**src/rtl/mc_mem_port_pkg.sv**
```systemverilog
// Shared definitions for the multicycle core memory port: size codes, port FSM states, NOP.
// The control FSM and the decoder use these as well.
package mc_mem_port_pkg;

    localparam logic [2:0] F3_B  = 3'b000;
    localparam logic [2:0] F3_H  = 3'b001;
    localparam logic [2:0] F3_W  = 3'b010;
    localparam logic [2:0] F3_BU = 3'b100;
    localparam logic [2:0] F3_HU = 3'b101;

    localparam logic [31:0] NOP_INSN = 32'h0000_0013;

    typedef enum logic [1:0] {
        IDLE = 2'd0,
        REQ  = 2'd1,
        RESP = 2'd2,
        DONE = 2'd3
    } port_state_e;

    // Unsigned size codes exist only for loads.
    function automatic logic f3_legal(input logic [2:0] f3, input logic is_store);
        case (f3)
            F3_B, F3_H, F3_W: f3_legal = 1'b1;
            F3_BU, F3_HU:     f3_legal = !is_store;
            default:          f3_legal = 1'b0;
        endcase
    endfunction

endpackage

```
**src/rtl/mc_mem_port_if.sv**
```systemverilog
// Instruction/data bus between the memory port (master) and the memory system (slave).
interface mc_mem_port_if #(
    parameter int XLEN = 32
);
    logic            valid;
    logic            ready;
    logic            we;
    logic [XLEN-1:0] addr;
    logic [XLEN-1:0] wdata;
    logic [3:0]      wstrb;
    logic [XLEN-1:0] rdata;
    logic            rvalid;

    modport master (output valid, we, addr, wdata, wstrb, input ready, rdata, rvalid);
    modport slave  (input valid, we, addr, wdata, wstrb, output ready, rdata, rvalid);
endinterface

```
**src/rtl/mc_lsu_align.sv**
```systemverilog
// Combinational byte-lane logic: store lane replication/strobes, request legality,
// and load extraction with sign/zero extension.
module mc_lsu_align
    import mc_mem_port_pkg::*;
#(
    parameter int XLEN = 32
) (
    input  logic [2:0]      req_funct3,
    input  logic [1:0]      req_off,
    input  logic            req_store,
    input  logic [XLEN-1:0] store_data,
    output logic [XLEN-1:0] st_wdata,
    output logic [3:0]      st_wstrb,
    output logic            req_err,
    input  logic [2:0]      ld_funct3,
    input  logic [1:0]      ld_off,
    input  logic [XLEN-1:0] rdata,
    output logic [XLEN-1:0] ld_data
);

    logic       misalign;
    logic [7:0]  ld_byte;
    logic [15:0] ld_half;

    // Low two funct3 bits carry the access size for both signed and unsigned codes.
    always_comb begin
        misalign = ((req_funct3[1:0] == 2'b01) && req_off[0]) ||
                   ((req_funct3[1:0] == 2'b10) && (req_off != 2'b00));
        req_err  = !f3_legal(req_funct3, req_store) || misalign;
    end

    always_comb begin
        st_wdata = '0;
        st_wstrb = 4'b0000;
        case (req_funct3[1:0])
            2'b00: begin
                st_wdata = {4{store_data[7:0]}};
                st_wstrb = 4'b0001 << req_off;
            end
            2'b01: begin
                st_wdata = {2{store_data[15:0]}};
                st_wstrb = 4'b0011 << req_off;
            end
            2'b10: begin
                st_wdata = store_data;
                st_wstrb = 4'b1111;
            end
            default: begin
                st_wdata = '0;
                st_wstrb = 4'b0000;
            end
        endcase
    end

    always_comb begin
        ld_byte = rdata[8*ld_off +: 8];
        ld_half = rdata[16*ld_off[1] +: 16];
        ld_data = rdata;
        case (ld_funct3)
            F3_B:    ld_data = {{(XLEN-8){ld_byte[7]}}, ld_byte};
            F3_H:    ld_data = {{(XLEN-16){ld_half[15]}}, ld_half};
            F3_BU:   ld_data = {{(XLEN-8){1'b0}}, ld_byte};
            F3_HU:   ld_data = {{(XLEN-16){1'b0}}, ld_half};
            default: ld_data = rdata;
        endcase
    end

endmodule

```
**src/rtl/mc_mem_port.sv**
```systemverilog
// Unified instruction/data memory port for the multicycle core: request latch, valid/ready
// bus handshake with timeout, and the IR / load-data registers.
module mc_mem_port
    import mc_mem_port_pkg::*;
#(
    parameter int XLEN    = 32,
    parameter int TIMEOUT = 255
) (
    input  logic            clk,
    input  logic            reset,
    input  logic            core_req,
    input  logic            instruction_or_data,
    input  logic            mem_write,
    input  logic [2:0]      funct3,
    input  logic [XLEN-1:0] pc,
    input  logic [XLEN-1:0] alu_result,
    input  logic [XLEN-1:0] store_data,
    output logic            core_done,
    output logic            core_stall,
    output logic            core_err,
    output logic [31:0]     ir,
    output logic [XLEN-1:0] load_data,
    mc_mem_port_if.master   bus
);

    localparam int CNT_W = $clog2(TIMEOUT + 1);

    port_state_e     state_q, state_d;
    logic [CNT_W-1:0] tmo_q, tmo_d, tmo_next;
    logic            fetch_q, fetch_d;
    logic            store_q, store_d;
    logic [2:0]      f3_q, f3_d;
    logic [1:0]      off_q, off_d;
    logic            bus_valid_q, bus_valid_d;
    logic            bus_we_q, bus_we_d;
    logic [XLEN-1:0] bus_addr_q, bus_addr_d;
    logic [XLEN-1:0] bus_wdata_q, bus_wdata_d;
    logic [3:0]      bus_wstrb_q, bus_wstrb_d;
    logic            core_done_q, core_done_d;
    logic            core_err_q, core_err_d;
    logic [31:0]     ir_q, ir_d;
    logic [XLEN-1:0] load_data_q, load_data_d;

    logic [XLEN-1:0] eff_addr;
    logic [2:0]      eff_f3;
    logic            eff_store;
    logic [XLEN-1:0] st_wdata;
    logic [3:0]      st_wstrb;
    logic            req_err;
    logic [XLEN-1:0] ld_data;
    logic            accept;
    logic            tmo_hit;

    // Fetches are always word-sized reads from pc.
    assign eff_addr  = instruction_or_data ? alu_result : pc;
    assign eff_f3    = instruction_or_data ? funct3 : F3_W;
    assign eff_store = instruction_or_data & mem_write;

    mc_lsu_align #(.XLEN(XLEN)) u_align (
        .req_funct3 (eff_f3),
        .req_off    (eff_addr[1:0]),
        .req_store  (eff_store),
        .store_data (store_data),
        .st_wdata   (st_wdata),
        .st_wstrb   (st_wstrb),
        .req_err    (req_err),
        .ld_funct3  (f3_q),
        .ld_off     (off_q),
        .rdata      (bus.rdata),
        .ld_data    (ld_data)
    );

    assign accept   = bus_valid_q & bus.ready;
    assign tmo_next = tmo_q + 1'b1;
    assign tmo_hit  = (tmo_next == CNT_W'(TIMEOUT));

    always_comb begin
        state_d     = state_q;
        tmo_d       = '0;
        fetch_d     = fetch_q;
        store_d     = store_q;
        f3_d        = f3_q;
        off_d       = off_q;
        bus_valid_d = 1'b0;
        bus_we_d    = bus_we_q;
        bus_addr_d  = bus_addr_q;
        bus_wdata_d = bus_wdata_q;
        bus_wstrb_d = bus_wstrb_q;
        core_err_d  = 1'b0;
        ir_d        = ir_q;
        load_data_d = load_data_q;

        case (state_q)
            IDLE: begin
                if (core_req) begin
                    fetch_d = !instruction_or_data;
                    store_d = eff_store;
                    f3_d    = eff_f3;
                    off_d   = eff_addr[1:0];
                    if (req_err) begin
                        state_d    = DONE;
                        core_err_d = 1'b1;
                    end else begin
                        state_d     = REQ;
                        bus_addr_d  = {eff_addr[XLEN-1:2], 2'b00};
                        bus_we_d    = eff_store;
                        bus_wdata_d = eff_store ? st_wdata : '0;
                        bus_wstrb_d = eff_store ? st_wstrb : 4'b0000;
                    end
                end
            end
            // First REQ cycle sets up the bus fields; valid rises on the next one.
            REQ: begin
                tmo_d = tmo_next;
                if (accept) begin
                    state_d = store_q ? DONE : RESP;
                end else if (tmo_hit) begin
                    state_d    = DONE;
                    core_err_d = 1'b1;
                end else begin
                    bus_valid_d = 1'b1;
                end
            end
            RESP: begin
                tmo_d = tmo_next;
                if (bus.rvalid) begin
                    state_d = DONE;
                    if (fetch_q) ir_d = bus.rdata[31:0];
                    else         load_data_d = ld_data;
                end else if (tmo_hit) begin
                    state_d    = DONE;
                    core_err_d = 1'b1;
                end
            end
            DONE: begin
                state_d = IDLE;
            end
            default: begin
                state_d = IDLE;
            end
        endcase

        core_done_d = (state_d == DONE);
    end

    always_ff @(posedge clk or posedge reset) begin
        if (reset) begin
            state_q     <= IDLE;
            tmo_q       <= '0;
            fetch_q     <= 1'b0;
            store_q     <= 1'b0;
            f3_q        <= F3_W;
            off_q       <= 2'b00;
            bus_valid_q <= 1'b0;
            bus_we_q    <= 1'b0;
            bus_addr_q  <= '0;
            bus_wdata_q <= '0;
            bus_wstrb_q <= 4'b0000;
            core_done_q <= 1'b0;
            core_err_q  <= 1'b0;
            ir_q        <= NOP_INSN;
            load_data_q <= '0;
        end else begin
            state_q     <= state_d;
            tmo_q       <= tmo_d;
            fetch_q     <= fetch_d;
            store_q     <= store_d;
            f3_q        <= f3_d;
            off_q       <= off_d;
            bus_valid_q <= bus_valid_d;
            bus_we_q    <= bus_we_d;
            bus_addr_q  <= bus_addr_d;
            bus_wdata_q <= bus_wdata_d;
            bus_wstrb_q <= bus_wstrb_d;
            core_done_q <= core_done_d;
            core_err_q  <= core_err_d;
            ir_q        <= ir_d;
            load_data_q <= load_data_d;
        end
    end

    assign bus.valid  = bus_valid_q;
    assign bus.we     = bus_we_q;
    assign bus.addr   = bus_addr_q;
    assign bus.wdata  = bus_wdata_q;
    assign bus.wstrb  = bus_wstrb_q;
    assign core_done  = core_done_q;
    assign core_err   = core_err_q;
    assign core_stall = core_req & ~core_done_q;
    assign ir         = ir_q;
    assign load_data  = load_data_q;

endmodule

```
**src/flat_wrapper.sv**
```systemverilog
// flat-port wrapper written by rule: the top's interface ports become plain ports
module mc_mem_port_flat import mc_mem_port_pkg::*;
#(
    parameter int XLEN    = 32,
    parameter int TIMEOUT = 255
)
  (clk, reset, core_req, instruction_or_data, mem_write, funct3, pc, alu_result, store_data, core_done, core_stall, core_err, ir, load_data, bus_valid, bus_we, bus_addr, bus_wdata, bus_wstrb, bus_ready, bus_rdata, bus_rvalid);
  mc_mem_port_if #(.XLEN(XLEN)) bus_i ();
  input  logic clk;
  input  logic reset;
  input  logic core_req;
  input  logic instruction_or_data;
  input  logic mem_write;
  input  logic [2:0] funct3;
  input  logic [XLEN-1:0] pc;
  input  logic [XLEN-1:0] alu_result;
  input  logic [XLEN-1:0] store_data;
  output logic core_done;
  output logic core_stall;
  output logic core_err;
  output logic [31:0] ir;
  output logic [XLEN-1:0] load_data;
  output wire logic [$bits(bus_i.valid)-1:0] bus_valid;
  output wire logic [$bits(bus_i.we)-1:0] bus_we;
  output wire logic [$bits(bus_i.addr)-1:0] bus_addr;
  output wire logic [$bits(bus_i.wdata)-1:0] bus_wdata;
  output wire logic [$bits(bus_i.wstrb)-1:0] bus_wstrb;
  input wire logic [$bits(bus_i.ready)-1:0] bus_ready;
  input wire logic [$bits(bus_i.rdata)-1:0] bus_rdata;
  input wire logic [$bits(bus_i.rvalid)-1:0] bus_rvalid;
  assign bus_valid = bus_i.valid;
  assign bus_we = bus_i.we;
  assign bus_addr = bus_i.addr;
  assign bus_wdata = bus_i.wdata;
  assign bus_wstrb = bus_i.wstrb;
  assign bus_i.ready = bus_ready;
  assign bus_i.rdata = bus_rdata;
  assign bus_i.rvalid = bus_rvalid;
  mc_mem_port #(.XLEN(XLEN), .TIMEOUT(TIMEOUT)) u_core (.clk(clk), .reset(reset), .core_req(core_req), .instruction_or_data(instruction_or_data), .mem_write(mem_write), .funct3(funct3), .pc(pc), .alu_result(alu_result), .store_data(store_data), .core_done(core_done), .core_stall(core_stall), .core_err(core_err), .ir(ir), .load_data(load_data), .bus(bus_i));
endmodule
```
**config.mk**
```make
export PLATFORM = sky130hd
export DESIGN_NAME = mc_mem_port_flat
export DESIGN_NICKNAME = d
export VERILOG_FILES = /design/src/rtl/mc_mem_port_pkg.sv /design/src/rtl/mc_mem_port_if.sv /design/src/rtl/mc_lsu_align.sv /design/src/rtl/mc_mem_port.sv /design/src/flat_wrapper.sv
export SDC_FILE = /design/constraint.sdc
export NUM_CORES = 1
export LEC_CHECK = 0
export ABC_AREA = 1
export CAP_MARGIN = 20
export CORE_MARGIN = 4
export CORE_UTILIZATION = 46
export CTS_BUF_LIST = sky130_fd_sc_hd__clkbuf_8 sky130_fd_sc_hd__clkbuf_16
export CTS_CLUSTER_DIAMETER = 30
export DETAILED_ROUTE_END_ITERATION = 8
export GPL_ROUTABILITY_DRIVEN = 1
export PLACE_DENSITY = 0.89
export RECOVER_POWER = 25
export SLEW_MARGIN = 5
export SYNTH_ARGS = -nofsm -noshare
export SYNTH_HDL_FRONTEND = slang
export SYNTH_HIERARCHICAL = 1
export SYNTH_SLANG_ARGS = --single-unit
```
**constraint.sdc**
```tcl
create_clock -name clk -period 5.31 [get_ports clk]
set_input_delay 0.7965 -clock clk [delete_from_list [all_inputs] [get_ports clk]]
set_output_delay 0.7965 -clock clk [all_outputs]
set_load 0.01 [all_outputs]
```
* Yosys cells after proc, flatten, opt, wreduce, memory -nomap -nowiden
Cells that the tools add are included.
** Word-level totals
- Register bits :: 151
- Bits of input ports :: 138
- Output and inout port bits :: 137
** Operators by class
- $add $sub $neg :: 1
- Equality and inequality tests :: 14
- Shifts and indexed selects :: 4
- Mux-type cells :: 25
- Bitwise gates (word level) :: 6
- Reduce and logical (&&, ||, !) cells :: 19
** Operator list (count)
- 32-bit case mux with 4 select lines :: 1
- 32-bit case mux with 3 select lines :: 1
- 32-bit two-way mux :: 2
- 32-bit by 6-bit variable part select with 16-bit output :: 1
- 32-bit by 6-bit variable part select with 8-bit output :: 1
- 3-bit equality test, second input constant :: 4
- 4-bit case mux with 3 select lines :: 1
- 2-bit two-way mux :: 5
- 1-bit two-way mux :: 9
- 3-bit AND reduction :: 3
- 8-bit by 1-bit adder with 8-bit output, second input constant :: 1
- 2-bit equality test, second input constant :: 4
- 8-bit equality test, second input constant :: 1
- 8-bit two-way mux :: 1
- 2-bit case mux with 4 select lines :: 1
- 3-bit by 1-bit equality test with 1-bit output, second input constant :: 2
- 3-bit zero test :: 2
- 2-bit by 1-bit equality test with 1-bit output, second input constant :: 2
- 2-bit zero test :: 2
- 4-bit two-way mux :: 1
- 2-bit OR reduction :: 2
- 1-bit by 2-bit << shifter with 4-bit output, first input constant :: 1
- 2-bit by 2-bit << shifter with 4-bit output, first input constant :: 1
- 1-bit bitwise AND :: 3
- other kinds (11) :: 17

* Depth between registers and ports, before layout
Gate-level depths: netlist (run 1).
- Word-level depth :: 10
- Gate-level depth with buffers :: 14
- Depth with buffers taken out :: 13

* Cells and area by module
Netlist (run 1), hierarchy kept.
** By module, submodules not included
- mc_mem_port :: instances 1, cells each 603, area an instance 6313.6 um^2
- mc_lsu_align :: instances 1, cells each 296, area an instance 1472.7 um^2

* Least setup slack after synthesis (run 1)
No wires, ideal clock.
- Path kind :: input port to flip-flop
- From :: in instruction_or_data
- To :: reg u_core.bus_addr_q[10] (netlist: u_core/bus.addr[10])
- Setup time :: 0.130 ns
- Data arrival time :: 2.663 ns
- Slack :: 2.518 ns
- Stages :: 11
- Cell sequence :: buf_2 inv_1 or2_2 clkbuf_1 o21ai_0 nand3_1 buf_2 nor2_2 buf_2 buf_2 a31oi_1
** On the way
- Cells in the longest elaborated chain, start to end :: 8
- Elaborated cells between the ends (all ways) :: 22
- Those cells by class :: eq/ne (6); mux (3); bitwise (2); reduce/logical (11)
** RTL lines
- start, declared :: RTL line flat_wrapper.sv:12 : input logic instruction_or_data;
- 3-bit two-way mux (*) :: RTL line mc_mem_port.sv:56 : assign eff_f3 = instruction_or_data ? funct3 : F3_W;
- via u_core.eff_f3[1] :: RTL line mc_mem_port.sv:45 : logic [2:0] eff_f3;
- 3-bit by 1-bit equality test with 1-bit output, or another cell as far along :: RTL line mc_mem_port_pkg.sv:22 : case (f3)
- 3-bit OR reduction or 2-bit OR reduction (tied branches) :: RTL line mc_mem_port_pkg.sv:22
- 1-bit case mux with 2 select lines :: RTL line mc_mem_port_pkg.sv:22
- 1-bit zero test :: RTL line mc_lsu_align.sv:29 : req_err = !f3_legal(req_funct3, req_store) || misalign;
- 1-bit logical OR (*) :: RTL line mc_lsu_align.sv:29
- via u_core.req_err :: RTL line mc_mem_port.sv:49 : logic req_err;
- 1-bit inverter (no source line) (*)
- 3-bit AND reduction (no source line) (*)
- end signal, assigned :: RTL line mc_mem_port.sv:172 : bus_addr_q <= bus_addr_d;
- end, declared :: RTL line mc_mem_port.sv:36 : logic [XLEN-1:0] bus_addr_q, bus_addr_d;
Mark *: on every way through the listed nets, which the timed path passes. The rest lies on a longest branch.
A chain may end at the register's enable or synchronous reset.

* Worst setup path after layout (run 1)
Ends and elaborated chain as after synthesis.

==> results_dict.tcl, run 1 <==
set metrics [dict create \
    multi_input_area_mm2 0.003467 \
    finalHoldViolCount 0 \
    synth-compound-area-share_pct 8.549 \
    synthCells 899 \
    synth_top_area_cell "dfrtp_1" \
    routabilityCongestion 0.9283 \
    period_share_pct 74.27 \
    syn_to_final_growth_pct 43.87 \
    drt_wl_total_um 24470 \
    ys_async_sr_fraction_pct 100.0 \
    grt_max_degree 119 \
    htree_levels 4 \
    die_x_um 138.1 \
    combPwrFrac_pct 45.2 \
    regArea_mm2 0.003784 \
    seqPwrFrac_pct 33.7 \
    drc_errors 0 \
    cts.sinks 151 \
    cp_cell_sequence "clkdlybuf4s50_1 > buf_4 > inv_1 > buf_4 > or2_2 > inv_2 > nand2_1 > nor2_1 > o21ai_0 > nand3_1 > nor2_4 > buf_12 > nor2_1 > a31oi_1" \
    ctsHoldBuffers 0 \
    fmax_ghz 0.2536 \
    root_buffer "clkbuf_16" \
    powerDensity_mw_per_mm2 532.0 \
    synth-edff-count 0 \
    cp-start-kind "input pin" \
    drv_slew 132 \
    synth_top_area_share_pct 47.24 \
    cts_resized 0 \
    worstHoldPathType "reg2reg" \
    post-cts-setup-buffers 0 \
    fin_tns_setup_ps 0 \
    max_stage_delay_ps 700 \
    reg2reg_slack_ps 2880 \
    avgSynthCellArea_um2 8.661 \
    intPower_mw 3.840 \
    setup_ws_ps 1366 \
    clk_path_buf_depth 2 \
    synth.most_common_cell "nand2_1" \
    p_clk_share_pct 21.1 \
    core-area_mm2 0.01658 \
    first_pass_iters 7 \
    post-route-util_pct 67.55 \
    dieArea_mm2 0.01907 \
    grt_setup_unrepaired "no" \
    muxShareOfSynthArea_pct 9.401 \
    io_pins 275 \
    hpwl_um 17750 \
    synth.ff_latch_count 151 \
    synthAdderAreaFrac_pct 0.9642 \
    slowest_stage "nor2_4" \
    yosys_warnings 6 \
    ys_seq_area_share_pct 48.59 \
    critPathKind "in2reg" \
    switchingPower_mw 2.120 \
    synth_area_leaders "dfrtp_1, nand2_1, mux2_2" \
    yosysUniqueCellTypes 41 \
    irDropWorstVdd_uv 278.1 \
    fill_cells 1330 \
    antenna_found_initial 0 \
    crit_arrival_ps 4280 \
    rows 47 \
    violations "capacitance limit, slew limit" \
    clk_latency_ps 420 \
    synthSimpleGateAreaFrac_pct 25.49 \
    grt_pass1_vias 7370 \
    floorplan.initialDensity_pct 46.95 \
    ys.flop_type "dfrtp_1" \
    dieHeight_um 138.1 \
    final.min_clock_period_ps 3944 \
    synth_xor_area_share_pct 0 \
    ant_nets 0 \
    cap_violations 2 \
    switching_share_pct 35.57 \
    worstMarginPinSlew_ps 2396 \
    preCtsSetupSlack_ps 1006 \
    synth_commonest_cells "nand2_1, dfrtp_1, nand3_1" \
    mappedNetlistArea_mm2 0.007786 \
    wl_per_cell_um 17.70 \
    track_usage_pct 25.02 \
    status "finished with violations" \
    vias_per_cell 5.341 \
    endpoint_kind "flop" \
    required_ps 5650 \
    drive_gt1_share_pct 13.60 \
    p_leak_nw 5.321 \
    cp_num_buf_inv 6 \
    port_buffers 272 \
    cts_tree "done" \
    finClkSkew_ps 8.522 \
    cts-buffers-inserted 17 \
    synth_top_family_by_area "simple AND/OR/NAND/NOR gates" \
    gr-total-overflow 0 \
    critical_path.top_delay_family "simple AND/OR/NAND/NOR gates" \
    drtIter0Drc 649 \
    slew_headroom_pct -59.76 \
    critPathMaxFanout 60 \
    vias 7381 \
    finalNetCount 1293 \
    grt_first_pass_wirelength_um 38610 \
    path_clk_slew_ps 60 \
    finalSetupViolCount 0 \
    diodes 0 \
]
[placed cells by master, fill, tap and decap left out, types with 2 or more instances in the layout]
cell | synthesis | layout
clkdlybuf4s50_1 | 0 | 271
or2_2 | 5 | 5
clkbuf_8 | 0 | 3
buf_4 | 4 | 7
nand2_1 | 254 | 254
clkinv_2 | 0 | 2
nand2_4 | 2 | 2
nand3_1 | 75 | 75
mux2_2 | 65 | 65
nor2_1 | 61 | 62
dfstp_2 | 4 | 4
nor2_4 | 2 | 3
clkinvlp_4 | 0 | 4
clkinv_4 | 0 | 2
a21oi_1 | 6 | 6
inv_1 | 60 | 60
nor3_2 | 2 | 2
a31oi_1 | 32 | 32
nor3_1 | 2 | 2
nor2_2 | 5 | 3
ha_1 | 6 | 6
nand2_2 | 8 | 8
clkbuf_16 | 0 | 17
o21ai_1 | 8 | 8
dfrtp_1 | 147 | 147
inv_2 | 5 | 5
conb_1 | 1 | 2
or2_0 | 3 | 3
bufinv_16 | 0 | 3
o211ai_1 | 7 | 7
nand3b_1 | 2 | 2
nand3_2 | 15 | 15
a22oi_1 | 7 | 7
o21ai_0 | 52 | 52
nand4_1 | 3 | 3
[per-layer routing]
metal | vias up | track usage (%) | part of all wire, %
li1 | 3448 | - | -
met5 | - | 0 | 0
met2 | 373 | 42.65 | 49
met3 | 58 | 8.149 | 9.3
met4 | 0 | 8.684 | 2.8
met1 | 3502 | 29.88 | 39
[cell type report]
cell class / count / area share (%)
clock buffer: 20 / 4.166
clock inverter: 12 / 1.351
inverter: 66 / 2.267
multi-input combinational: 631 / 30.95
sequential: 151 / 33.78
tap: 220 / 2.457
timing repair buffer: 282 / 25.03
[power by group through the flow]
stage	clock, mW	sequential, mW	combinational (mW)
2_1_floorplan	0	2.12	1.27
3_3_place_gp	0	2.00	2.62
3_5_place_dp	0	2.02	2.69
4_1_cts	1.28	2.01	2.71
5_1_grt	1.34	2.07	2.92
6_report	1.26	2.01	2.69
[worst reg2reg max path: cells and delay by family (launching register included)]
kind,cells,cell delay [ps]
AOI/OAI and AO/OA,1,160
adders and majority gates,1,180
buffers and inverters,3,710
DFF,1,410
and+or+nand+nor,3,880
[logic make-up after synthesis]
logic type	after synthesis
compound gates	116
mux	65
other cells	1
buf+inv	118
simple gates	442
fa+ha+maj	6
flops	151
[through the flow]
step | hold WS, ps | power (mW) | cell area (um2) | std cells
2_1_floorplan | 453.7 | 3.395 | 7790 | 900
3_3_place_gp | 486.0 | 4.614 | 10590 | 1349
3_5_place_dp | 491.5 | 4.707 | 10590 | 1349
4_1_cts | 506.1 | 6.002 | 11210 | 1381
5_1_grt | 513.2 | 6.326 | 11200 | 1382
6_report | 501.8 | 5.960 | 11200 | 1382
[flip-flops by register name, summed over array words and instances, names as in the netlist, 2 cells and up]
signal	cells
u_core/ir	32
u_core/bus.wstrb	4
u_core/bus.wdata	32
u_core/load_data	32
u_core/off_q	2
u_core/f3_q	3
u_core/tmo_q	8
u_core/state_q	2
u_core/bus.addr	30
[final timing paths]
| kind | start | end | cells past startpoint |
|---|---|---|---|
| worst min register to register | u_core/store_q | u_core/store_q | 2 |
| worst max register to register | u_core/state_q[1] | u_core/bus.addr[10] | 8 |
| min in group asynchronous | reset | u_core/ir[31] | 2 |
| max in group asynchronous | reset | u_core/load_data[11] | 3 |
| worst max-delay path | instruction_or_data | u_core/bus.addr[10] | 14 |
| worst min-delay path | u_core/store_q | u_core/store_q | 2 |
(Power assumes the default switching activity.)
==> run 2: changes to the inputs <==
- clock period: 5.31 -> 3.74 ns (I/O delays scaled with it)
==> results_dict.tcl, run 2 (synthesis results as in run 1) <==
set metrics [dict create \
    status "finished with violations" \
    violations "capacitance limit, slew limit" \
    grt_first_pass_wirelength_um 39110 \
    cts.sinks 151 \
    cts_resized 0 \
    crit_arrival_ps 3200 \
    wl_per_cell_um 18.03 \
    finalSetupViolCount 0 \
    endpoint_kind "flop" \
    worstHoldPathType "reg2reg" \
    fin_tns_setup_ps 0 \
    cp-start-kind "input pin" \
    final.min_clock_period_ps 2881 \
    drtIter0Drc 719 \
    cpMostUsedCell "nor2_4" \
    hpwl_um 17960 \
    critPathKind "in2reg" \
    min-delay-start "u_core/load_data[15]" \
    grt_setup_unrepaired "no" \
    routabilityCongestion 0.9397 \
    post-route-util_pct 68.21 \
    io_pins 275 \
    fmax_ghz 0.3471 \
    critPathMaxFanout 73 \
    grt_pass1_vias 7356 \
    critical_path.top_delay_family "buffers and inverters" \
    cap_violations 1 \
    gr-total-overflow 0 \
    p_leak_nw 5.385 \
    worstMarginPinSlew_ps 1791 \
    rows 47 \
    ant_nets 0 \
    syn_to_final_growth_pct 45.28 \
    clk_path_buf_depth 2 \
    cts-buffers-inserted 17 \
    drive_gt1_share_pct 13.60 \
    clk_latency_ps 430 \
    reg2reg_depth 7 \
    finalNetCount 1294 \
    irDropWorstVdd_uv 425.0 \
    layout_commonest_cell "clkdlybuf4s50_1" \
    fill_cells 1271 \
    diodes 0 \
    finClkSkew_ps 15.60 \
    dieArea_mm2 0.01907 \
    vias_per_cell 5.413 \
    startpoint "instruction_or_data" \
    vias 7481 \
    cp_num_buf_inv 4 \
    grt_max_degree 74 \
    floorplan.initialDensity_pct 46.95 \
    root_buffer "clkbuf_16" \
    whs_path_depth 1 \
    slowest_stage "clkdlybuf4s50_1" \
    drt_wl_total_um 24920 \
    slew_headroom_pct -20.04 \
    max_stage_delay_ps 510 \
    htree_levels 4 \
    period_share_pct 77.02 \
    path_clk_slew_ps 60 \
    drv_slew 36 \
    power_mw 8.688 \
    required_ps 4060 \
    port_buffers 272 \
    first_pass_iters 6 \
    die_x_um 138.1 \
    post-cts-setup-buffers 0 \
    rr_startpoint "u_core/state_q[0]" \
    drc_errors 0 \
    final_cell_mix "clkdlybuf4s50_1, nand2_1, dfrtp_1" \
    cts_tree "done" \
    finalHoldViolCount 0 \
    track_usage_pct 25.57 \
    powerDensity_mw_per_mm2 768.0 \
    ctsHoldBuffers 0 \
    core-area_mm2 0.01658 \
    cp_cell_sequence "clkdlybuf4s50_1 > buf_4 > nand2_1 > inv_1 > nor2_4 > o21ai_0 > nand3_1 > nor2_4 > buf_12 > mux2_2" \
    worst-path-stages 10 \
    antenna_found_initial 0 \
    dieHeight_um 138.1 \
]
## run 2: power breakdown
part | internal (mW) | leakage, nW | switching [mW]
clock network | 1.33 | 0.341 | 0.668
logic | 2.01 | 3.17 | 1.82
registers | 2.34 | 1.88 | 0.506
total | 5.69 | 5.39 | 3.00
## run 2: layout make-up
type,instances,area [um2],area share [%]
Clock inverter,9,195.2,1.725
Tap cell,220,275.3,2.433
Timing Repair Buffer,283,2843,25.13
Sequential cell,151,3784,33.45
Clock buffer,22,494.2,4.369
Inverter,66,254.0,2.245
Multi-Input combinational cell,631,3467,30.65
## run 2: worst paths after layout
path,to,slack (ps)
worst max register to register,u_core/core_done,1500
min in group asynchronous,u_core/ir[23],1050
worst min-delay path,u_core/load_data[15],500
max in group asynchronous,u_core/ir[1],1680
worst max-delay path,u_core/bus.we,860
worst min register to register,u_core/load_data[15],500
## run 2: worst reg2reg max path, stage by stage (launching register included)
cell and delay, ps:
dfrtp_1 410, inv_1 100, ha_1 220, nand2_1 470, buf_4 390, inv_1 190
a21oi_1 250, a21oi_2 80
## run 2: per-layer routing
layer	vias to the layer above	wire length (um)	GRT usage [%]
met3	64	2616	8.667
met1	3518	9262	30.82
met4	0	773	8.476
met2	444	12260	43.22
li1	3455	-	-
met5	-	0	0
## run 2: per-stage QoR
stage | instances | hold slack [ps] | setup WS (ps) | instance area (um2)
global placement | 1351 | 485.6 | 662.8 | 10630
finish | 1382 | 504.7 | 859.3 | 11310
CTS | 1382 | 505.5 | 937.9 | 11320
global route | 1382 | 517.6 | 800.2 | 11310
floorplan | 900 | 453.7 | 1183 | 7794
detailed placement | 1351 | 492.0 | 571.6 | 10630
==> run 3: changes to the inputs <==
- CORE_UTILIZATION: 46 -> 41
- PLACE_DENSITY: 0.89 -> 0.84
- clock period: 3.74 -> 2.5 ns (I/O delays scaled with it)
==> results_dict.tcl, run 3 (synthesis results as in run 1) <==
set metrics [dict create \
    cp_cell_sequence "clkdlybuf4s50_1 > inv_1 > or2_2 > inv_2 > nand2_1 > nor2_1 > o21ai_0 > nand3_1 > buf_4 > a21oi_1 > a21oi_2" \
    startpoint "instruction_or_data" \
    rows 50 \
    drtIter0Drc 633 \
    gr-total-overflow 0 \
    r2r-end "u_core/load_data[0]" \
    final.min_clock_period_ps 2202 \
    place_area_mm2 0.01076 \
    worst-path-stages 11 \
    final_cell_mix "clkdlybuf4s50_1, nand2_1, dfrtp_1" \
    floorplan.initialDensity_pct 41.63 \
    cp-start-kind "input pin" \
    hpwl_um 17410 \
    reg2reg_slack_ps 720 \
    post-cts-setup-buffers 0 \
    regArea_mm2 0.003784 \
    finClkSkew_ps 5.830 \
    critical_path.top_delay_family "buffers and inverters" \
    diodes 0 \
    period_share_pct 88.08 \
    drc_errors 0 \
    worstMarginPinSlew_ps 1428 \
    multi_input_area_mm2 0.003470 \
    cts-buffers-inserted 17 \
    critPathMaxFanout 38 \
    cp_num_buf_inv 4 \
    required_ps 2850 \
    cap_violations 0 \
    reg2reg_depth 5 \
    top_layer_used "met4" \
    fin_tns_setup_ps 0 \
    drt_wl_total_um 23840 \
    layout_commonest_cell "clkdlybuf4s50_1" \
    grt_pass1_vias 7287 \
    hold_slack_ps 503.3 \
    grt_setup_unrepaired "no" \
    cts_tree "done" \
    dieArea_mm2 0.02126 \
    drive_gt1_share_pct 14.77 \
    wl_per_cell_um 16.88 \
    vias 7358 \
    root_buffer "clkbuf_16" \
    whs_path_depth 1 \
    dpl.cell_count 1380 \
    rr_startpoint "u_core/state_q[0]" \
    stdcell_area_mm2 0.01133 \
    dr_wl_met2_um 11270 \
    grt_first_pass_wirelength_um 38060 \
    dieHeight_um 145.8 \
    port_buffers 272 \
    clk_path_buf_depth 2 \
    finalSetupViolCount 0 \
    worstHoldPathType "reg2reg" \
    ctsHoldBuffers 0 \
    ant_nets 0 \
    core-area_mm2 0.01871 \
    max_stage_delay_ps 500 \
    die_x_um 145.8 \
    slowest_stage "clkdlybuf4s50_1" \
    clk_latency_ps 420 \
    routabilityCongestion 0.8929 \
    io_pins 275 \
    slew_headroom_pct 4.799 \
    powerDensity_mw_per_mm2 1115 \
    track_usage_pct 22.19 \
    wl_met3_um 2409 \
    crit_arrival_ps 2550 \
    finalHoldViolCount 0 \
    status "finished, final reports clean" \
    htree_levels 4 \
    first_pass_iters 5 \
    wl_met1_um 9651 \
    finalNetCount 1309 \
    endpoint_kind "flop" \
    syn_to_final_growth_pct 45.53 \
    path_clk_slew_ps 60 \
    irDropWorstVdd_uv 678.3 \
    cts_resized 0 \
    hold-path-endpoint "u_core/ir[9]" \
    min-delay-start "u_core/ir[9]" \
    vias_per_cell 5.211 \
    grt_max_degree 94 \
    p_leak_nw 5.409 \
    fmax_ghz 0.4541 \
    fill_cells 1584 \
    antenna_found_initial 0 \
    drv_slew 0 \
    critPathKind "in2reg" \
    cts.sinks 151 \
    final_cells 1412 \
]
## run 3: cell types whose count changed in the layout (fill, tap and decap cells not counted), sizes merged
cell and delta:
clkinv +4, bufinv -3, inv +1, buf +13, clkinvlp +1
## run 3: per-stage QoR
stage,utilization [%],setup WS (ps),power [mW]
6_report,60.58,297.9,12.63
5_1_grt,60.58,164.8,13.46
4_1_cts,60.74,362.5,12.73
3_5_place_dp,57.51,-74.45,10.03
3_3_place_gp,57.51,23.05,9.881
2_1_floorplan,-,129.1,7.211
## run 3: how the worst max path moves through the flow
| stage | endpoint | slack [ps] |
|---|---|---|
| CTS | u_core/core_done | 360 |
| finish | u_core/core_done | 300 |
| floorplan | u_core/bus.addr[10] | 130 |
| detailed placement | u_core/core_done | -70 |
| global route | u_core/core_done | 160 |
| global placement | u_core/core_done | 20 |
## run 3: final cells by class
class	count	share of cell area, %
sequential	151	33.39
multi-input combinational	631	30.62
timing repair buffer	298	25.84
clock buffer	20	4.119
tap	234	2.584
inverter	66	2.242
clock inverter	12	1.204
## run 3: worst reg2reg max path: stages, from the launching register on
cell	delay (ps)
dfrtp_1	400
inv_1	100
ha_1	250
nand3b_1	110
buf_4	400
mux2_2	410
## run 3: per-layer routing
metal / track usage (%) / vias up
met5: 0 / -
met4: 6.743 / 0
met3: 8.159 / 38
met2: 35.94 / 366
met1: 27.85 / 3470
li1: - / 3484
## run 3: power breakdown
| group | total, mW | switching [mW] | internal, mW |
|---|---|---|---|
| sequential | 4.20 | 0.694 | 3.51 |
| combinational | 5.80 | 2.75 | 3.04 |
| clock | 2.63 | 1.00 | 1.63 |
| total | 12.6 | 4.45 | 8.18 |
==> edit 1: new RTL, config.mk and constraints of run 1 <==
`TIMEOUT` is set to 255 in 2 places; all go to 510.
--- a/src/rtl/mc_mem_port.sv
+++ b/src/rtl/mc_mem_port.sv
@@ -6,3 +6,3 @@
     parameter int XLEN    = 32,
-    parameter int TIMEOUT = 255
+    parameter int TIMEOUT = 510
 ) (
--- a/src/flat_wrapper.sv
+++ b/src/flat_wrapper.sv
@@ -4,3 +4,3 @@
     parameter int XLEN    = 32,
-    parameter int TIMEOUT = 255
+    parameter int TIMEOUT = 510
 )
Formal check against the unedited RTL: no difference found for any inputs over 4 cycles, from zero or initial values and one cycle with reset high; that may be too few to reach the edited logic, so the function may still have changed.
==> edit 1 against run 1 <==
- combinational power about the same
- synthesized cell count increased by 1.4%
- die area increased by 0.97%
- critical path type unchanged
- total power decreased by 1.6%
- sequential cell count increased by 1
- setup slack improved by 0.11 ns
- synthesized area increased by 1.0%
- clock power decreased by 8%
- routed wire length decreased by 0.86%
- the run still ends with max-capacitance violations, max-slew violations left
- final cell count increased by 0.94%
- critical endpoint is now u_core/bus.we
- cell area increased by 0.23%
- sequential power about the same
==> edit 1: results (changes against run 1) <==
status=finished with violations; failing checks=max-capacitance violations, max-slew violations; min-delay src=u_core/ir[15]; Slew Limit Headroom=-50.7% (+9.0 points); FF-to-FF setup slack=2.71 ns (-0.17 ns); # fillers=1,318 (-0.90%); worst vdd ir=280 µV (+0.52%); DP Area=10,700 µm² (+0.65%); Pleak=5.32 nW (about the same); first-pass GRT wire length=38,700 µm (+0.25%); share of layout cells above drive strength 1=13.8% (+0.19 points); all-layer global routing usage=24.9% (-0.090 points); top cells by count, synth=nand2_1, dfrtp_1, nand3_1; reg2reg end=u_core/bus.we; pre-CTS worst setup slack=1.10 ns (+0.0925 ns); RD Place Congestion=0.911 (-1.8%); placed cell count=1,362 (+0.96%); Reg2Reg Depth=7 (-1); vias in the first global route=7,357 (-0.18%); DR iter-0 viols=797 (+23%); mean area per synthesized cell=8.63 µm² (-0.41%); Final Max Slew Viols=93 (-30%); Avg Vias per Cell=5.38 (+0.83%); Worst Hold End=u_core/ir[15]; Seq/Total Area, Yosys=48.4% (-0.18 points); First-pass DRT Iterations=6 (-1); largest net degree at the start of global routing=111 (-6.7%); nets=1,306 (+1.0%); Max Cap Violations=1 (-1); hold depth=1 (-1); Worst Skew=0.00699 ns (-0.00154 ns); Area contributors post-synth=dfrtp_1, nand2_1, mux2_2, nand3_1, o21ai_0; CP max stage delay=0.67 ns (-0.03 ns); crit path max fanout=80 (+33%); post-DP HPWL=17,800 µm (about the same); WL final=24,300 µm (-0.86%); Netlist cell types=40 (-2.4%)
edit 1: changes by cell type in the layout (fill, tap and decap cells not counted), sizes merged, moves of 2 or more:
cell | before | now
nand4 | 3 | 1
o21ai | 60 | 62
clkinvlp | 5 | 7
inv | 66 | 70
nand2 | 264 | 270
nand3 | 90 | 92
bufinv | 3 | 1
nor3 | 4 | 2
nor2 | 69 | 73
edit 1: power breakdown:
| part | leakage (nW) | internal [W] | switching, W | total [W] |
|---|---|---|---|---|
| Combinational | 3.16 | 0.00141 | 0.00128 | 0.00269 |
| Sequential | 1.89 | 0.00166 | 0.000350 | 0.00201 |
| Clock | 0.267 | 0.000677 | 0.000486 | 0.00116 |
edit 1: worst max path at each step:
stage / slack (ns) / end / cells after the start / start
CTS: 1.55 / u_core/bus.we / 12 / instruction_or_data
finish: 1.48 / u_core/bus.we / 12 / instruction_or_data
floorplan: 0.43 / u_core/bus.addr[10] / 1 / reset
global route: 1.09 / u_core/load_data[14] / 3 / reset
detailed placement: 1.10 / u_core/bus.we / 12 / instruction_or_data
global placement: 1.19 / u_core/bus.we / 12 / instruction_or_data
edit 1: critical path: cells and delay by family:
family | cells | cell delay, ns
buffers and inverters | 5 | 1.58
multiplexers | 1 | 0.41
AO/OA/AOI/OAI | 1 | 0.15
AND/OR/NAND/NOR | 5 | 1.18
edit 1: final cells by class:
cell class                 instances  area (µm²)  area share (%)
tap                              220         275            2.45
inverter                          70         269            2.40
clock buffer                      20         467            4.16
sequential                       152        3810            33.9
multi-input combinational        639        3510            31.3
timing repair buffer             282        2800            24.9
clock inverter                    12         103           0.914
edit 1: metrics by stage:
stage          total power, W  util, %  hold WS [ns]
2_1_floorplan         0.00341        -         0.454
3_3_place_gp          0.00462     64.0         0.486
3_5_place_dp          0.00471     64.0         0.492
4_1_cts               0.00590     67.5         0.505
5_1_grt               0.00624     67.5         0.513
6_report              0.00587     67.5         0.503
edit 1: kinds of logic after synthesis:
group                    count (synthesis)  share of synthesized area (%)
AO/OA/AOI/OAI                          118                           8.64
adder cells (fa/ha/maj)                  6                          0.954
buffers and inverters                  122                           7.06
flip-flops                             152                           48.4
multiplexers                            65                           9.30
other                                    1                         0.0477
AND/OR/NAND/NOR                        448                           25.6
edit 1: metal layers:
layer	GRT usage [%]	up-vias	part of all wire [%]
li1	-	3494	-
met1	31.0	3541	39
met2	41.8	427	49
met3	7.28	50	10
met4	8.50	0	2.3
met5	0	-	0
==> edit 2: new RTL, config.mk and constraints of run 1 <==
Without the edit above. Reset style: synchronous (`reset`), changed in one clocked block.
--- a/src/rtl/mc_mem_port.sv
+++ b/src/rtl/mc_mem_port.sv
@@ -145,3 +145,3 @@
 
-    always_ff @(posedge clk or posedge reset) begin
+    always_ff @(posedge clk) begin
         if (reset) begin
Check against the original RTL: differs if reset is asserted again (counterexample within 4 cycles, from zero or initial values and one cycle with reset high); with reset held inactive, the same outputs for 4 cycles.
==> edit 2 against run 1 <==
- sequential share of layout area is 5.0 points lower
- sequential cell count stayed put
- synthesized area is 7.6% lower
- cell area is 6.3% lower
- non-clock buffer count down 3
- setup slack got worse by 0.017 ns
- routed wire length up 2.6%
- critical path type unchanged
- largest cell class is now multi-input combinational cells
Power is not compared: it rests on default switching activity, and its combinational part moved more than twofold at a synthesized area within 25%.
==> edit 2: results (changes against run 1) <==
status=finished, final reports clean; initial antenna violation count=0 (unchanged); CTS root buffer=clkbuf_16; Reg2Reg Depth=8 (unchanged); First-pass DRT Iterations=6 (-1); Worst path slowest cell=or2_2; Antenna Cells=0 (unchanged); per-cell routed wire length=16.7 µm (-5.9%); CTS buffer count=17 (unchanged); RD Place Congestion=0.981 (+5.7%); Worst Skew=0.00657 ns (-0.00196 ns); Seq/Total Area, Yosys=42.0% (-6.6 points); crit path max fanout=37 (-38%); CP Data Arrival Time=4.30 ns (+0.02 ns); delay-heaviest family, CP=buffers and inverters; vias in the first global route=7,487 (+1.6%); first-pass GRT wire length=38,600 µm (-0.12%); post-DP HPWL=18,000 µm (+1.6%); min-delay src=u_core/ir[1]; reg2reg start=u_core/state_q[1]; top cells by count, synth=nand2_1, nor2_1, dfxtp_1; Slew Limit Headroom=32.7% (+92 points); Post-CTS Resized=0 (unchanged); worst-skew pair later-pin latency=0.42 ns (about the same); Vias=7,936 (+7.5%); Pleak=4.71 nW; DP Area=9910 µm² (-6.4%); Tightest Hold Check Type=reg2reg; Port Buf Inserts=272 (unchanged); Clock transition at path regs=0.06 ns (about the same); reg2reg end=u_core/bus.wstrb[0]; DR iter-0 viols=694 (+6.9%); Async S/R FF share, synth=0% (-100 points); CP max stage delay=0.50 ns (-0.20 ns); Worst Hold End=u_core/ir[1]; Area contributors post-synth=dfxtp_1, nand2_1, nor2_1, o21ai_0, a21oi_1; hold depth=2 (unchanged); share of layout cells above drive strength 1=7.02% (-6.6 points); H-tree Lvls=4 (unchanged); nets=1,432 (+11%); Netlist cell types=36 (-12%); all-layer global routing usage=27.1% (+2.1 points); largest net degree at the start of global routing=68 (-43%); Clock Path Buffers=2 (unchanged); synth warn=6 (unchanged); worst vdd ir=227 µV; post-CTS setup buffers=0 (unchanged); FF-to-FF setup slack=3.03 ns (+0.15 ns)
-- edit 2: kinds of logic (layout without fill, tap and decap cells) --
| group | Yosys count | count (layout) | share of synthesized area, % |
|---|---|---|---|
| AND/OR/NAND/NOR | 542 | 542 | 32.2 |
| other | 1 | 2 | 0.0522 |
| AO/OA/AOI/OAI | 215 | 215 | 16.2 |
| adder cells (fa/ha/maj) | 6 | 6 | 1.04 |
| flip-flops | 151 | 151 | 42.0 |
| buffers and inverters | 138 | 381 | 8.44 |
-- edit 2: final cells by class --
type | instances | area, µm²
Clock buffer | 19 | 453
Tap cell | 211 | 264
Multi-Input combinational cell | 765 | 3570
Fill cell | 1224 | 4770
Timing Repair Buffer | 279 | 2800
Clock inverter | 9 | 105
Sequential cell | 151 | 3020
Inverter | 74 | 283
-- edit 2: per-layer routing --
| layer | global-route usage, % | vias to the layer above | routed length [µm] |
|---|---|---|---|
| met5 | 0 | - | 0 |
| met4 | 10.9 | 0 | 877 |
| met2 | 46.0 | 447 | 12200 |
| met3 | 7.87 | 78 | 2390 |
| li1 | - | 3851 | - |
| met1 | 32.1 | 3560 | 9690 |
-- edit 2: power breakdown --
group          switching (W)  internal, W  total, W
combinational       0.000380     0.000311  0.000691
sequential         0.0000588      0.00121   0.00127
clock               0.000456     0.000702   0.00116
-- edit 2: how the worst max path moves through the flow --
| stage | from | to | slack, ns | cells past startpoint |
|---|---|---|---|---|
| 3_5_place_dp | instruction_or_data | u_core/bus.addr[4] | 1.02 | 13 |
| 4_1_cts | instruction_or_data | u_core/bus.wdata[16] | 1.47 | 13 |
| 3_3_place_gp | instruction_or_data | u_core/bus.addr[4] | 1.19 | 13 |
| 5_1_grt | instruction_or_data | u_core/bus.addr[4] | 1.15 | 13 |
| 6_report | instruction_or_data | u_core/bus.wstrb[0] | 1.35 | 13 |
| 2_1_floorplan | instruction_or_data | u_core/bus.wdata[10] | 2.57 | 13 |
-- edit 2: worst register-to-register path, stage by stage, from the launching register on --
cell	delay, ns
dfxtp_1	0.35
inv_1	0.11
ha_1	0.20
nand2_1	0.21
inv_2	0.21
nand2_1	0.14
nor2_4	0.61
nand2_1	0.18
a21oi_1	0.21
-- edit 2: per-stage QoR --
step / setup slack, ns / hold WS (ns) / util (%) / cells
5_1_grt: 1.15 / 0.474 / 68.8 / 1508
3_3_place_gp: 1.19 / 0.447 / 64.9 / 1479
6_report: 1.35 / 0.452 / 68.8 / 1508
3_5_place_dp: 1.02 / 0.447 / 64.9 / 1479
2_1_floorplan: 2.57 / 0.445 / - / 1054
4_1_cts: 1.47 / 0.462 / 68.6 / 1507
